`src/rtl/pattern_pkg.sv`:
```
// rtl/pattern_pkg.sv - mode and bounce-direction encodings for the pattern shift generator
package pattern_pkg;

  localparam logic [2:0] MODE_ROL     = 3'd0;
  localparam logic [2:0] MODE_ROR     = 3'd1;
  localparam logic [2:0] MODE_BOUNCE  = 3'd2;
  localparam logic [2:0] MODE_JOHNSON = 3'd3;
  localparam logic [2:0] MODE_LFSR    = 3'd4;

  typedef enum logic {
    DIR_LEFT  = 1'b0,
    DIR_RIGHT = 1'b1
  } dir_t;

endpackage

```
`src/rtl/pattern_prescaler.sv`:
```
// rtl/pattern_prescaler.sv - step prescaler: tick once every div+1 enabled cycles
module pattern_prescaler #(
  parameter int DIV_W = 8
) (
  input  logic             clk,
  input  logic             rst,
  input  logic             en,
  input  logic             clr,
  input  logic [DIV_W-1:0] div,
  output logic             tick
);

  logic [DIV_W-1:0] cnt;

  // Equality compare, so a div lowered below cnt lets cnt wrap through 2^DIV_W.
  assign tick = en && !clr && (cnt == div);

  always_ff @(posedge clk or negedge rst) begin
    if (!rst) begin
      cnt <= '0;
    end else if (clr) begin
      cnt <= '0;
    end else if (en) begin
      cnt <= tick ? '0 : cnt + 1'b1;
    end
  end

endmodule

```
`src/rtl/pattern_shift_gen.sv`:
```
// rtl/pattern_shift_gen.sv - run-time selectable shifting pattern generator with step/wrap strobes
// Optional Galois LFSR mode 4 is built only when PATTERN_LFSR_EN is defined.
module pattern_shift_gen
  import pattern_pkg::*;
#(
  parameter int               WIDTH     = 16,
  parameter int               DIV_W     = 8,
  parameter logic [WIDTH-1:0] SEED_INIT = {{(WIDTH-1){1'b0}}, 1'b1},
  parameter logic [WIDTH-1:0] TAPS      = 16'hB400
) (
  input  logic             clk,
  input  logic             rst,
  input  logic             en,
  input  logic [2:0]       mode,
  input  logic [DIV_W-1:0] div,
  input  logic             load,
  input  logic [WIDTH-1:0] seed,
  output logic [WIDTH-1:0] q,
  output logic             step,
  output logic             wrap
);

  logic             tick;
  logic [WIDTH-1:0] start;
  logic [WIDTH-1:0] q_next;
  logic [WIDTH-1:0] rol;
  logic [WIDTH-1:0] ror;
  logic             mode_ok;
  logic             bounce_right;
  dir_t             dir, dir_next;

  pattern_prescaler #(.DIV_W(DIV_W)) u_prescaler (
    .clk  (clk),
    .rst  (rst),
    .en   (en),
    .clr  (load),
    .div  (div),
    .tick (tick)
  );

  assign rol = {q[WIDTH-2:0], q[WIDTH-1]};
  assign ror = {q[0], q[WIDTH-1:1]};

  // Bounce turns around on the edge bit itself, so each end is shown exactly once.
  assign bounce_right = (dir == DIR_LEFT) ? q[WIDTH-1] : !q[0];

  always_ff @(posedge clk or negedge rst) begin
    if (!rst) begin
      dir <= DIR_LEFT;
    end else if (load) begin
      dir <= DIR_LEFT;
    end else begin
      dir <= dir_next;
    end
  end

  always_comb begin
    dir_next = dir;
    if (tick && mode == MODE_BOUNCE) begin
      dir_next = bounce_right ? DIR_RIGHT : DIR_LEFT;
    end
  end

  always_comb begin
    q_next  = q;
    mode_ok = 1'b1;
    case (mode)
      MODE_ROL:     q_next = rol;
      MODE_ROR:     q_next = ror;
      MODE_BOUNCE:  q_next = bounce_right ? ror : rol;
      MODE_JOHNSON: q_next = {q[WIDTH-2:0], ~q[WIDTH-1]};
`ifdef PATTERN_LFSR_EN
      MODE_LFSR:    q_next = (q == '0) ? SEED_INIT : ((q >> 1) ^ (q[0] ? TAPS : '0));
`endif
      default:      mode_ok = 1'b0;
    endcase
  end

  always_ff @(posedge clk or negedge rst) begin
    if (!rst) begin
      q     <= SEED_INIT;
      start <= SEED_INIT;
      step  <= 1'b0;
      wrap  <= 1'b0;
    end else if (load) begin
      q     <= seed;
      start <= seed;
      step  <= 1'b0;
      wrap  <= 1'b0;
    end else begin
      step <= tick && mode_ok;
      wrap <= tick && mode_ok && (q_next == start);
      if (tick && mode_ok) begin
        q <= q_next;
      end
    end
  end

endmodule

```
`config.mk`:
```
export PLATFORM = sky130hd
export DESIGN_NAME = pattern_shift_gen
export DESIGN_NICKNAME = d
export VERILOG_FILES = /design/src/rtl/pattern_pkg.sv /design/src/rtl/pattern_prescaler.sv /design/src/rtl/pattern_shift_gen.sv
export SDC_FILE = /design/constraint.sdc
export NUM_CORES = 1
export LEC_CHECK = 0
export CORE_ASPECT_RATIO = 1.75
export CORE_MARGIN = 5
export CORE_UTILIZATION = 58
export CTS_CLUSTER_SIZE = 28
export DETAILED_ROUTE_END_ITERATION = 10
export PLACE_DENSITY = 0.94
export RECOVER_POWER = 100
export SETUP_SLACK_MARGIN = 0.05
export SYNTH_ARGS = -nofsm -noshare
export SYNTH_HDL_FRONTEND = slang
export SYNTH_SLANG_ARGS = --single-unit
```
`constraint.sdc`:
```
create_clock -name clk -period 3.75 [get_ports clk]
set_input_delay 0.5625 -clock clk [delete_from_list [all_inputs] [get_ports clk]]
set_output_delay 0.5625 -clock clk [all_outputs]
set_load 0.02 [all_outputs]
```
# == Yosys cells after proc, flatten, opt, wreduce, memory -nomap -nowiden ==
# Cells that the tools add are included.
# totals
input_bits,31
elab_cells,39
out_inout_bits,18
reg_bits,43
# classes
addsub,1
n_mux,14
eq_ne,5
bitwise_logic,1
reduce_logical,12
# op_table
operator,n
case mux 16 bit (4 select lines),1
2-to-1 mux 16 bit,3
2-to-1 mux 8 bit,3
== test 16 bit,1
"adder 8 x 1 -> 8 bit, second input constant",1
== test 8 bit,1
2-to-1 mux 1 bit,7
"== test 3 x 2 -> 1 bit, second input constant",2
nonzero test 2 bit,3
logical AND 1 bit,5
OR reduction 4 bit,1
"== test 3 x 1 -> 1 bit, second input constant",1
zero test 3 bit,1
zero test 1 bit,2
inverter 1 bit,1

# == Longest topological paths before layout ==
# Gate-level depths: netlist of run 1.
# logic_depth
ltp_word,7
ltp_mapped,8
ltp_nobuf,6

# == By module ==
# Synthesis of run 1 repeated with hierarchy kept, for this count alone.
# unflattened
hier_cells,357
area_unflattened_um2,3070.4
# by_module_without_submodules
module,instances,seq_area_each_um2,area_each_um2,cells_per_inst
pattern_shift_gen,1,878.3,2507.4,300
pattern_prescaler,1,200.2,563.0,57

# == Worst setup path before layout of run 1 ==
# No wires, ideal clock.
# synth_timing
path_type,register to register
from,reg q[0]
to,reg wrap
path_stages_with_launch,9
period_less_slack_ps,2591
arrival_ps,2496
n_path_buf,2
path_slack_ps,1159
setup_ps,96
required_ps,3654
path_cell_list,dfstp_2 > buf_2 > nand2_1 > buf_2 > a311oi_1 > o32ai_4 > xnor2_1 > or4_1 > nor4_2
# synth_between
elab_chain_len,7
# synth_rtl
element,line_no,text
from (decl),pattern_shift_gen.sv:18,"output logic [WIDTH-1:0] q,"
from (signal assigned),pattern_shift_gen.sv:94,q <= q_next;
zero test 1 bit,pattern_shift_gen.sv:45,assign bounce_right = (dir == DIR_LEFT) ? q[WIDTH-1] : !q[0];
2-to-1 mux 1 bit,pattern_shift_gen.sv:45,
2-to-1 mux 16 bit,pattern_shift_gen.sv:70,MODE_BOUNCE: q_next = bounce_right ? ror : rol;
case mux 16 bit (4 select lines) (*),pattern_shift_gen.sv:67,case (mode)
== test 16 bit (*),pattern_shift_gen.sv:92,wrap <= tick && mode_ok && (q_next == start);
logical AND 1 bit (*),pattern_shift_gen.sv:92,
2-to-1 mux 1 bit (*),pattern_shift_gen.sv:85,end else if (load) begin
to (signal assigned),pattern_shift_gen.sv:92,
to (decl),pattern_shift_gen.sv:20,output logic wrap
# Every way passes the cells marked *; elsewhere a longest branch is shown, timed or not.
# A chain may end at the register's enable or synchronous reset.

# == Worst setup path after layout of run 1 ==
# layout_timing
from,in mode[1]
to,reg wrap
# layout_between
elab_chain_len,6
word_cells_on_any_way,11
cone_classes,eq/ne (4); mux (3); reduce/logical (4)
# layout_rtl
element,line_no,text
from (decl),pattern_shift_gen.sv:14,"input logic [2:0] mode,"
branches (longest 4 deep; another with case mux 16 bit (4 select lines)),--,
logical AND 1 bit (*),pattern_shift_gen.sv:92,
2-to-1 mux 1 bit (*),pattern_shift_gen.sv:85,
# Every way passes the cells marked *.

==> flow_metrics.env, run 1 <==
export IMPL_drtIter0Drc=264
export IMPL_core_area_um2=4930
export IMPL_grt_pass1_wl_um=13900
export IMPL_synth_edf_count=0
export IMPL_firstDrtPassIters=5
export IMPL_slew_violations=44
export IMPL_outcome="finished with violations"
export IMPL_cp_arrival_ns=3.51
export IMPL_clk_pin_slew_ns=0.08
export IMPL_synthArstFlopShare=1.00
export IMPL_p_int_w=0.000900
export IMPL_ant_nets=0
export IMPL_hold_worst_slack_ns=0.520
export IMPL_layout_drive_gt1_share=0.0765
export IMPL_grt_max_degree=44
export IMPL_wire_per_inst_um=19.4
export IMPL_fill_cells=383
export IMPL_p_leak_nw=1.47
export IMPL_final_util=0.720
export IMPL_io_buffers=48
export IMPL_power_frac_comb=0.234
export IMPL_drt_total_wl_um=8410
export IMPL_violations="capacitance limit, slew limit"
export IMPL_power_total_w=0.00127
export IMPL_cp_max_fo=11
export IMPL_placed_area_um2=3440
export IMPL_synthesis_nets=369
export IMPL_ir_drop_mv=0.267
export IMPL_area_delta_synth_final_pct=20.8
export IMPL_cts_resized_gates=0
export IMPL_antenna_cells=0
export IMPL_skew_ns=0.00704
export IMPL_rsz0062_at_grt="no"
export IMPL_worst_skew_pair_late_latency_ns=0.29
export IMPL_period_minus_slack_ns=3.30
export IMPL_fin_crit_sh=0.880
export IMPL_netlist_area_leader_share=0.349
export IMPL_synth_cell_types=69
export IMPL_initial_core_util=0.596
export IMPL_crit_path_start_kind="input port"
export IMPL_final_setup_tns_ns=0
export IMPL_switching_share=0.291
export IMPL_powerDensity_nw_per_um2=357
export IMPL_vias_per_cell=6.66
export IMPL_ys_ff_latch=43
export IMPL_synth_top_area_cell="dfrtp_1"
export IMPL_cap_violations=1
export IMPL_cts_root_buf="clkbuf_8"
export IMPL_die_h_um=104
export IMPL_syn_inst=337
export IMPL_tightest_slew_ns=2.36
export IMPL_post_cts_setup_buffer_count=0
export IMPL_vias=2882
export IMPL_final_cell_area_um2=3550
export IMPL_worstSetupPathType="input port to flip-flop"
export IMPL_max_slew_margin=-0.571
export IMPL_place_congestion=1.04
export IMPL_drc=0
export IMPL_hp_class="flip-flop to flip-flop"
export IMPL_clkPwrFrac=0.337
export IMPL_cts_buffer_depth=2
export IMPL_ys_flop_type="dfrtp_1"
export IMPL_cts_tree="yes"
export IMPL_clock_sinks=43
export IMPL_synth_warning_count=0
export IMPL_cp_required_ns=3.96
export IMPL_die_area_um2=6650
export IMPL_overflow=0
export IMPL_syn_avg_cell_area_um2=8.73
export IMPL_grt_pass1_vias=2869
export IMPL_cts_inserted_buffers=5
export IMPL_die_w_um=63.8
export IMPL_row_count=34
export IMPL_synth_area_leaders="dfrtp_1 35%, o21ai_0 5.6%, nand2_1 5.2%"
export IMPL_boundaryPins=49
export IMPL_crit_path_end_kind="flip-flop"
export IMPL_max_freq_mhz=303
export IMPL_antenna_found_initial=0
export IMPL_hpwl_um=6060
export IMPL_fin_nets=410
export IMPL_switchingPower_w=0.000369
export IMPL_cts_hold_buf=0
export IMPL_yosysSeqAreaShare=0.366
export IMPL_synthTopCellsByCount="41 x dfrtp_1, 41 x nand2_1, 33 x o21ai_0"
export IMPL_netlist_area_um2=2940
export IMPL_htreeDepth=2
export IMPL_seqPwrFrac=0.429
export IMPL_setup_viol=0
export IMPL_grtUsageTotal=0.258
export IMPL_finalHoldViolCount=0
-- metal layers --
layer / wire (um) / global-route usage
met1: 3080 / 0.300
met3: 570 / 0.0422
met2: 4380 / 0.440
met4: 379 / 0.134
met5: 0 / 0
-- power groups by stage --
stage | clock [W] | sequential, W | combinational [W]
after floorplan | 0 | 0.000553 | 0.000173
after global placement | 0 | 0.000550 | 0.000291
after detailed placement | 0 | 0.000551 | 0.000298
after CTS | 0.000435 | 0.000543 | 0.000301
after global routing | 0.000461 | 0.000549 | 0.000320
final | 0.000428 | 0.000544 | 0.000297
-- cell usage in the layout (no fill, tap or decap), types with 4 or more instances in the layout --
cell type        Yosys  layout
inv_1               25      25
nor2b_1              7       7
nand4_1              5       5
clkdlybuf4s50_1      0      26
a221o_1              4       4
o311ai_0             5       5
nand2_1             41      41
a311oi_1             4       4
o21ai_0             33      34
clkbuf_8             0       5
nand3_1              8       8
clkbuf_1            13       5
o211ai_1             6       6
a21oi_1              8       8
dfrtp_1             41      41
xnor2_1             14      14
mux2i_1              7       7
nor2_1              14      14
buf_4                3       6
nand2b_1             6       6
mux2_2               4       4
dlygate4sd3_1        0      21
-- cell type report --
| class | instances | area (um2) | area share |
|---|---|---|---|
| Multi-Input combinational cell | 246 | 1650 | 0.465 |
| Sequential cell | 43 | 1080 | 0.303 |
| Timing Repair Buffer | 57 | 531 | 0.149 |
| Inverter | 25 | 93.8 | 0.0264 |
| Clock buffer | 6 | 72.6 | 0.0204 |
| Tap cell | 54 | 67.6 | 0.0190 |
| Clock inverter | 2 | 60.1 | 0.0169 |
-- metrics by stage --
step                      worst slack, ns  std cells
after floorplan                      1.16        337
after global placement              0.457        425
after detailed placement            0.323        425
after CTS                           0.568        433
after global routing                0.317        433
final                               0.452        433
-- worst paths after layout --
kind                                          from            endpoint  slack, ns  depth (start not counted)
worst max-delay path                       mode[1]                wrap       0.45                          7
worst min-delay path                      start[0]            start[0]       0.52                          2
worst max register to register  u_prescaler.cnt[2]                 dir       0.84                          7
worst min register to register            start[0]            start[0]       0.52                          2
max in group asynchronous                      rst  u_prescaler.cnt[5]       1.44                          1
min in group asynchronous                      rst  u_prescaler.cnt[0]       0.97                          1
-- critical path, stage by stage --
cell,delay [ns]
dlygate4sd3_1,0.68
nor2b_1,0.52
a31oi_2,0.19
a221oi_1,0.47
o221ai_1,0.23
or4_1,0.58
nor4_2,0.28
-- kinds of logic after synthesis --
family          after synthesis  share of synthesized area
simple gates                116                      0.217
xor+xnor                     15                     0.0446
fa+ha+maj                     1                    0.00425
mux                          11                     0.0391
flops                        43                      0.366
compound gates              103                      0.256
buf+inv                      48                     0.0723
-- state kept, by name, indices dropped and copies added, names as in the netlist --
signal	flops
q	16
u_prescaler.cnt	8
step	1
dir	1
start	16
wrap	1
Note: power is estimated with default switching activity, not from simulation.
==> inputs of run 2 (changes only) <==
--- a/config.mk
+++ b/config.mk
@@ -5,14 +5,16 @@
 export SDC_FILE = /design/constraint.sdc
 export NUM_CORES = 1
 export LEC_CHECK = 0
+export CAP_MARGIN = 25
 export CORE_ASPECT_RATIO = 1.75
 export CORE_MARGIN = 5
 export CORE_UTILIZATION = 58
 export CTS_CLUSTER_SIZE = 28
 export DETAILED_ROUTE_END_ITERATION = 10
-export PLACE_DENSITY = 0.94
+export PLACE_DENSITY = 0.93
 export RECOVER_POWER = 100
 export SETUP_SLACK_MARGIN = 0.05
 export SYNTH_ARGS = -nofsm -noshare
 export SYNTH_HDL_FRONTEND = slang
+export SYNTH_HIERARCHICAL = 1
 export SYNTH_SLANG_ARGS = --single-unit
==> run 2 against run 1 <==
The run still ends with capacitance limit, slew limit left. Combinational power up 6.7%. Setup slack gained 0.069 ns. Die area is 3.8% higher. Clock power down 30%. Area after synthesis rose by 4.3%. Critical endpoint unchanged.
==> flow_metrics.env, run 2 <==
export IMPL_outcome="finished with violations"
export IMPL_violations="capacitance limit, slew limit"
export IMPL_grt_max_degree=52
export IMPL_mostFrequentLayoutCells="44 x nand2_1, 42 x o21ai_0, 41 x dfrtp_1"
export IMPL_htreeDepth=2
export IMPL_io_buffers=48
export IMPL_wire_per_inst_um=19.0
export IMPL_synth_area_leaders="dfrtp_1 33%, o21ai_0 6.4%, mux2i_1 5.9%"
export IMPL_fin_nets=433
export IMPL_hpwl_um=6570
export IMPL_multi_input_area_um2=1800
export IMPL_r2r_end="wrap"
export IMPL_synth_top_area_cell="dfrtp_1"
export IMPL_netlist_area_um2=3070
export IMPL_synthTopCellsByCount="44 x nand2_1, 41 x dfrtp_1, 39 x o21ai_0"
export IMPL_rr_worst_depth=11
export IMPL_crit_family="buffers and inverters"
export IMPL_cp_required_ns=3.95
export IMPL_tightest_slew_ns=2.18
export IMPL_max_freq_mhz=310
export IMPL_hp_class="input port to asynchronous set/reset pin"
export IMPL_crit_path_end_kind="flip-flop"
export IMPL_final_setup_tns_ns=0
export IMPL_crit_top_cell="o311ai_0"
export IMPL_drc=0
export IMPL_antenna_found_initial=0
export IMPL_ant_nets=0
export IMPL_die_w_um=65
export IMPL_powerDensity_nw_per_um2=319
export IMPL_ys_flop_type="dfrtp_1"
export IMPL_core_area_um2=5210
export IMPL_largest_registers="q (16), start (16), u_prescaler/cnt (8)"
export IMPL_worstSetupPathType="input port to flip-flop"
export IMPL_synthArstFlopShare=1.00
export IMPL_clock_sinks=43
export IMPL_cp_max_fo=51
export IMPL_yosysSeqAreaShare=0.351
export IMPL_cap_violations=2
export IMPL_cp_num_cells=9
export IMPL_netlist_area_leader_share=0.334
export IMPL_synth_most_common_cell="nand2_1"
export IMPL_cts_hold_buf=0
export IMPL_die_h_um=106
export IMPL_fill_cells=406
export IMPL_p_leak_nw=1.52
export IMPL_overflow=0
export IMPL_cts_tree="yes"
export IMPL_worst_skew_pair_late_latency_ns=0.30
export IMPL_crit_path_start_kind="input port"
export IMPL_skew_ns=0.00578
export IMPL_place_congestion=0.965
export IMPL_drtIter0Drc=247
export IMPL_final_common_cell="nand2_1"
export IMPL_path_buf_inv=2
export IMPL_row_count=35
export IMPL_max_slew_margin=-0.455
export IMPL_grt_pass1_wl_um=14400
export IMPL_cts_inserted_buffers=5
export IMPL_slowest_delay_ns=0.70
export IMPL_ys_ff_latch=43
export IMPL_period_minus_slack_ns=3.23
export IMPL_setup_viol=0
export IMPL_drt_total_wl_um=8680
export IMPL_r2r_setup_slack_ns=0.82
export IMPL_ir_drop_mv=0.267
export IMPL_cts_buffer_depth=2
export IMPL_synth_edf_count=0
export IMPL_fin_crit_sh=0.861
export IMPL_layout_drive_gt1_share=0.0771
export IMPL_firstDrtPassIters=5
export IMPL_reg2reg_from="u_prescaler/cnt[2]"
export IMPL_cts_resized_gates=0
export IMPL_grtUsageTotal=0.268
export IMPL_synthesis_nets=389
export IMPL_rsz0062_at_grt="no"
export IMPL_area_delta_synth_final_pct=18.6
export IMPL_die_area_um2=6910
export IMPL_synth_warning_count=6
export IMPL_placed_area_um2=3570
export IMPL_syn_avg_cell_area_um2=8.60
export IMPL_slew_violations=93
export IMPL_post_cts_setup_buffer_count=0
export IMPL_cp_arrival_ns=3.43
export IMPL_syn_inst=357
export IMPL_antenna_cells=0
export IMPL_seqCellArea_um2=1080
export IMPL_vias_per_cell=6.43
export IMPL_grt_pass1_vias=2919
export IMPL_final_util=0.699
export IMPL_synth_cell_types=65
export IMPL_vias=2938
export IMPL_boundaryPins=49
export IMPL_cts_root_buf="clkbuf_8"
export IMPL_initial_core_util=0.589
export IMPL_finalHoldViolCount=0
export IMPL_worstPathCellList="dlygate4sd3_1, clkbuf_1, nor3b_1, o311ai_0, a31oi_1, o311ai_0, nor3_1, nand4_1, nor4_2"
export IMPL_final_cell_area_um2=3640
export IMPL_cpMaxStageDelayCell="clkbuf_1"
export IMPL_clk_pin_slew_ns=0.09
-- run 2: cell types whose count changed in the layout (fill, tap and decap cells not counted), sizes merged, moves of 5 or more --
cell	before	now
mux2i	7	18
a21oi	8	18
xnor2	14	9
o21ai	35	42
xor2	1	11
nor3	2	8
nor2	14	19
-- run 2: worst max-delay path by stage --
stage / start / end / slack [ns]
after floorplan: div[7] / wrap / 1.12
after global placement: mode[0] / wrap / 0.63
final: load / wrap / 0.52
after global routing: load / wrap / 0.23
after CTS: div[2] / wrap / 0.74
after detailed placement: div[7] / wrap / 0.48
-- run 2: layout make-up --
class / instances / area share
sequential: 43 / 0.296
tap: 55 / 0.0189
multi-input combinational: 271 / 0.493
inverter: 22 / 0.0227
timing repair buffer: 58 / 0.146
clock inverter: 2 / 0.00344
clock buffer: 6 / 0.0199
-- run 2: cell families after synthesis --
family                   count (synthesis)  synth area share
buffers and inverters                   43            0.0640
multiplexers                            21            0.0709
XOR/XNOR                                20            0.0571
flip-flops                              43             0.351
AO/OA/AOI/OAI                          106             0.236
adder cells (fa/ha/maj)                  1           0.00407
AND/OR/NAND/NOR                        123             0.217
-- run 2: power by group --
| part | internal [W] | total, W | switching, W |
|---|---|---|---|
| Sequential | 0.000498 | 0.000547 | 0.0000497 |
| Clock | 0.000130 | 0.000298 | 0.000167 |
| Combinational | 0.000143 | 0.000317 | 0.000174 |
| Total | 0.000771 | 0.00116 | 0.000391 |
-- run 2: worst register-to-register path: cells and delay by family (launching register included) --
family | cells | cell delay, ns
AO/OA/AOI/OAI | 3 | 0.51
flip-flops | 1 | 0.49
AND/OR/NAND/NOR | 7 | 1.62
XOR/XNOR | 1 | 0.23
-- run 2: metal layers --
layer  vias to the layer above  global-route usage  wire length, um
li1                       1379                   -                -
met1                      1378               0.289             3110
met2                       138               0.483             4630
met3                        43              0.0455              520
met4                         0               0.144              413
met5                         -                   0                0
-- run 2: metrics by stage --
| stage | setup slack, ns | cells | power, W | hold slack [ns] |
|---|---|---|---|---|
| after floorplan | 1.12 | 357 | 0.000743 | 0.267 |
| after global placement | 0.628 | 448 | 0.000868 | 0.494 |
| after detailed placement | 0.476 | 448 | 0.000876 | 0.512 |
| after CTS | 0.742 | 456 | 0.00117 | 0.437 |
| after global routing | 0.234 | 457 | 0.00122 | 0.0782 |
| final | 0.521 | 457 | 0.00116 | 0.0664 |
==> inputs of run 3 (changes only) <==
--- a/config.mk
+++ b/config.mk
@@ -8,10 +8,11 @@
 export CAP_MARGIN = 25
 export CORE_ASPECT_RATIO = 1.75
 export CORE_MARGIN = 5
-export CORE_UTILIZATION = 58
+export CORE_UTILIZATION = 60
+export CTS_BUF_LIST = sky130_fd_sc_hd__clkbuf_4
 export CTS_CLUSTER_SIZE = 28
 export DETAILED_ROUTE_END_ITERATION = 10
-export PLACE_DENSITY = 0.93
+export PLACE_DENSITY = 0.95
 export RECOVER_POWER = 100
 export SETUP_SLACK_MARGIN = 0.05
 export SYNTH_ARGS = -nofsm -noshare
==> run 3 against run 2 <==
Count of clock-buffer cells in the layout unchanged. Critical path depth up 2. Clock power down 20%. The flow still finishes with violations (capacitance limit, slew limit). Sequential cell count stayed put. Combinational power increased by 2%. Via count shrank 0.17%. Register-to-register slack got worse by 0.07 ns. Non-clock buffer count increased by 2. Worst hold slack improved by 0.46 ns. Sequential share of layout area grew 0.061 points. Highest routed layer unchanged. Largest power group unchanged.
==> flow_metrics.env, run 3 (same netlist as run 2, synthesis figures left out) <==
export IMPL_outcome="finished with violations"
export IMPL_violations="capacitance limit, slew limit"
export IMPL_slew_violations=93
export IMPL_fin_cells=458
export IMPL_rsz0062_at_grt="no"
export IMPL_p_leak_nw=1.52
export IMPL_final_common_cell="nand2_1"
export IMPL_worstSetupPathType="input port to flip-flop"
export IMPL_core_area_um2=4980
export IMPL_fill_cells=385
export IMPL_grt_pass1_vias=3004
export IMPL_period_minus_slack_ns=3.20
export IMPL_grtUsageTotal=0.270
export IMPL_worst_skew_pair_late_latency_ns=0.36
export IMPL_cts_buffer_depth=2
export IMPL_io_buffers=48
export IMPL_cts_inserted_buffers=5
export IMPL_post_cts_setup_buffer_count=0
export IMPL_seqCellArea_um2=1080
export IMPL_row_count=34
export IMPL_power_total_w=0.00111
export IMPL_area_delta_synth_final_pct=18.3
export IMPL_die_h_um=105
export IMPL_tightest_slew_ns=2.18
export IMPL_ant_nets=0
export IMPL_initial_core_util=0.617
export IMPL_hpwl_um=6540
export IMPL_max_freq_mhz=312
export IMPL_firstDrtPassIters=5
export IMPL_antenna_cells=0
export IMPL_drtIter0Drc=215
export IMPL_boundaryPins=49
export IMPL_finalHoldViolCount=0
export IMPL_hold_worst_slack_ns=0.526
export IMPL_crit_path_end_kind="flip-flop"
export IMPL_layout_drive_gt1_share=0.0842
export IMPL_fin_crit_sh=0.854
export IMPL_fin_ws_ns=0.548
export IMPL_multi_input_area_um2=1800
export IMPL_cts_root_buf="clkbuf_4"
export IMPL_htreeDepth=2
export IMPL_cts_resized_gates=0
export IMPL_max_slew_margin=-0.456
export IMPL_die_w_um=64.1
export IMPL_antenna_found_initial=0
export IMPL_crit_path_start_kind="input port"
export IMPL_ir_drop_mv=0.287
export IMPL_drt_total_wl_um=8730
export IMPL_clk_pin_slew_ns=0.14
export IMPL_final_setup_tns_ns=0
export IMPL_fin_nets=435
export IMPL_post_place_ws_ns=0.431
export IMPL_place_congestion=0.976
export IMPL_drc=0
export IMPL_grt_pass1_wl_um=14700
export IMPL_hp_class="flip-flop to flip-flop"
export IMPL_skew_ns=0.0192
export IMPL_cts_hold_buf=0
export IMPL_cap_violations=2
export IMPL_clock_sinks=43
export IMPL_setup_viol=0
export IMPL_powerDensity_nw_per_um2=305
export IMPL_cp_arrival_ns=3.39
export IMPL_grt_max_degree=52
export IMPL_vias=2933
export IMPL_cp_required_ns=3.94
export IMPL_cts_tree="yes"
export IMPL_largest_registers="q (16), start (16), u_prescaler/cnt (8)"
export IMPL_die_area_um2=6700
export IMPL_cp_max_fo=11
export IMPL_overflow=0
export IMPL_vias_per_cell=6.40
export IMPL_mostFrequentLayoutCells="44 x nand2_1, 42 x o21ai_0, 41 x dfrtp_1"
export IMPL_placed_cells=448
export IMPL_wire_per_inst_um=19.1
-- run 3: routing by layer --
layer / global-route usage / wire [um] / vias to the layer above
li1: - / - / 1381
met1: 0.316 / 3110 / 1393
met2: 0.458 / 4650 / 120
met3: 0.0387 / 483 / 39
met4: 0.153 / 476 / 0
met5: 0 / 0 / -
-- run 3: layout make-up --
type,count,area share
multi-input combinational,271,0.494
sequential,43,0.297
timing repair buffer,60,0.152
inverter,22,0.0227
tap,54,0.0186
clock buffer,6,0.0124
clock inverter,2,0.00344
-- run 3: path summary, 6_finish.rpt --
kind / endpoint / slack, ns / from / cells after the start
hold / removal: start[0] / 0.53 / start[0] / 2
setup reg to reg: q[1] / 0.75 / u_prescaler/cnt[2] / 10
setup / recovery: q[1] / 0.55 / div[2] / 11
max in group asynchronous: q[13] / 0.91 / rst / 3
hold reg to reg: start[0] / 0.53 / start[0] / 2
min in group asynchronous: u_prescaler/cnt[1] / 0.56 / rst / 2
-- run 3: critical path, stage by stage --
cell	delay [ns]
dlygate4sd3_1	0.56
xor2_1	0.17
nor4_4	0.43
nand2_1	0.10
nor2_1	0.15
clkbuf_1	0.23
nor2b_1	0.16
clkbuf_1	0.55
o2111ai_1	0.26
o21ai_0	0.13
o21ai_0	0.09
-- run 3: power by group --
group	internal [W]	leakage, nW	total [W]	switching [W]
logic	0.000145	0.954	0.000323	0.000177
registers	0.000498	0.538	0.000547	0.0000494
clock network	0.0000798	0.0317	0.000238	0.000158
-- run 3: per-stage QoR --
step                       util  cell area [um2]
final                     0.730             3630
after global routing      0.730             3630
after CTS                 0.730             3630
after detailed placement  0.718             3570
after global placement    0.718             3570
after floorplan               -             3070
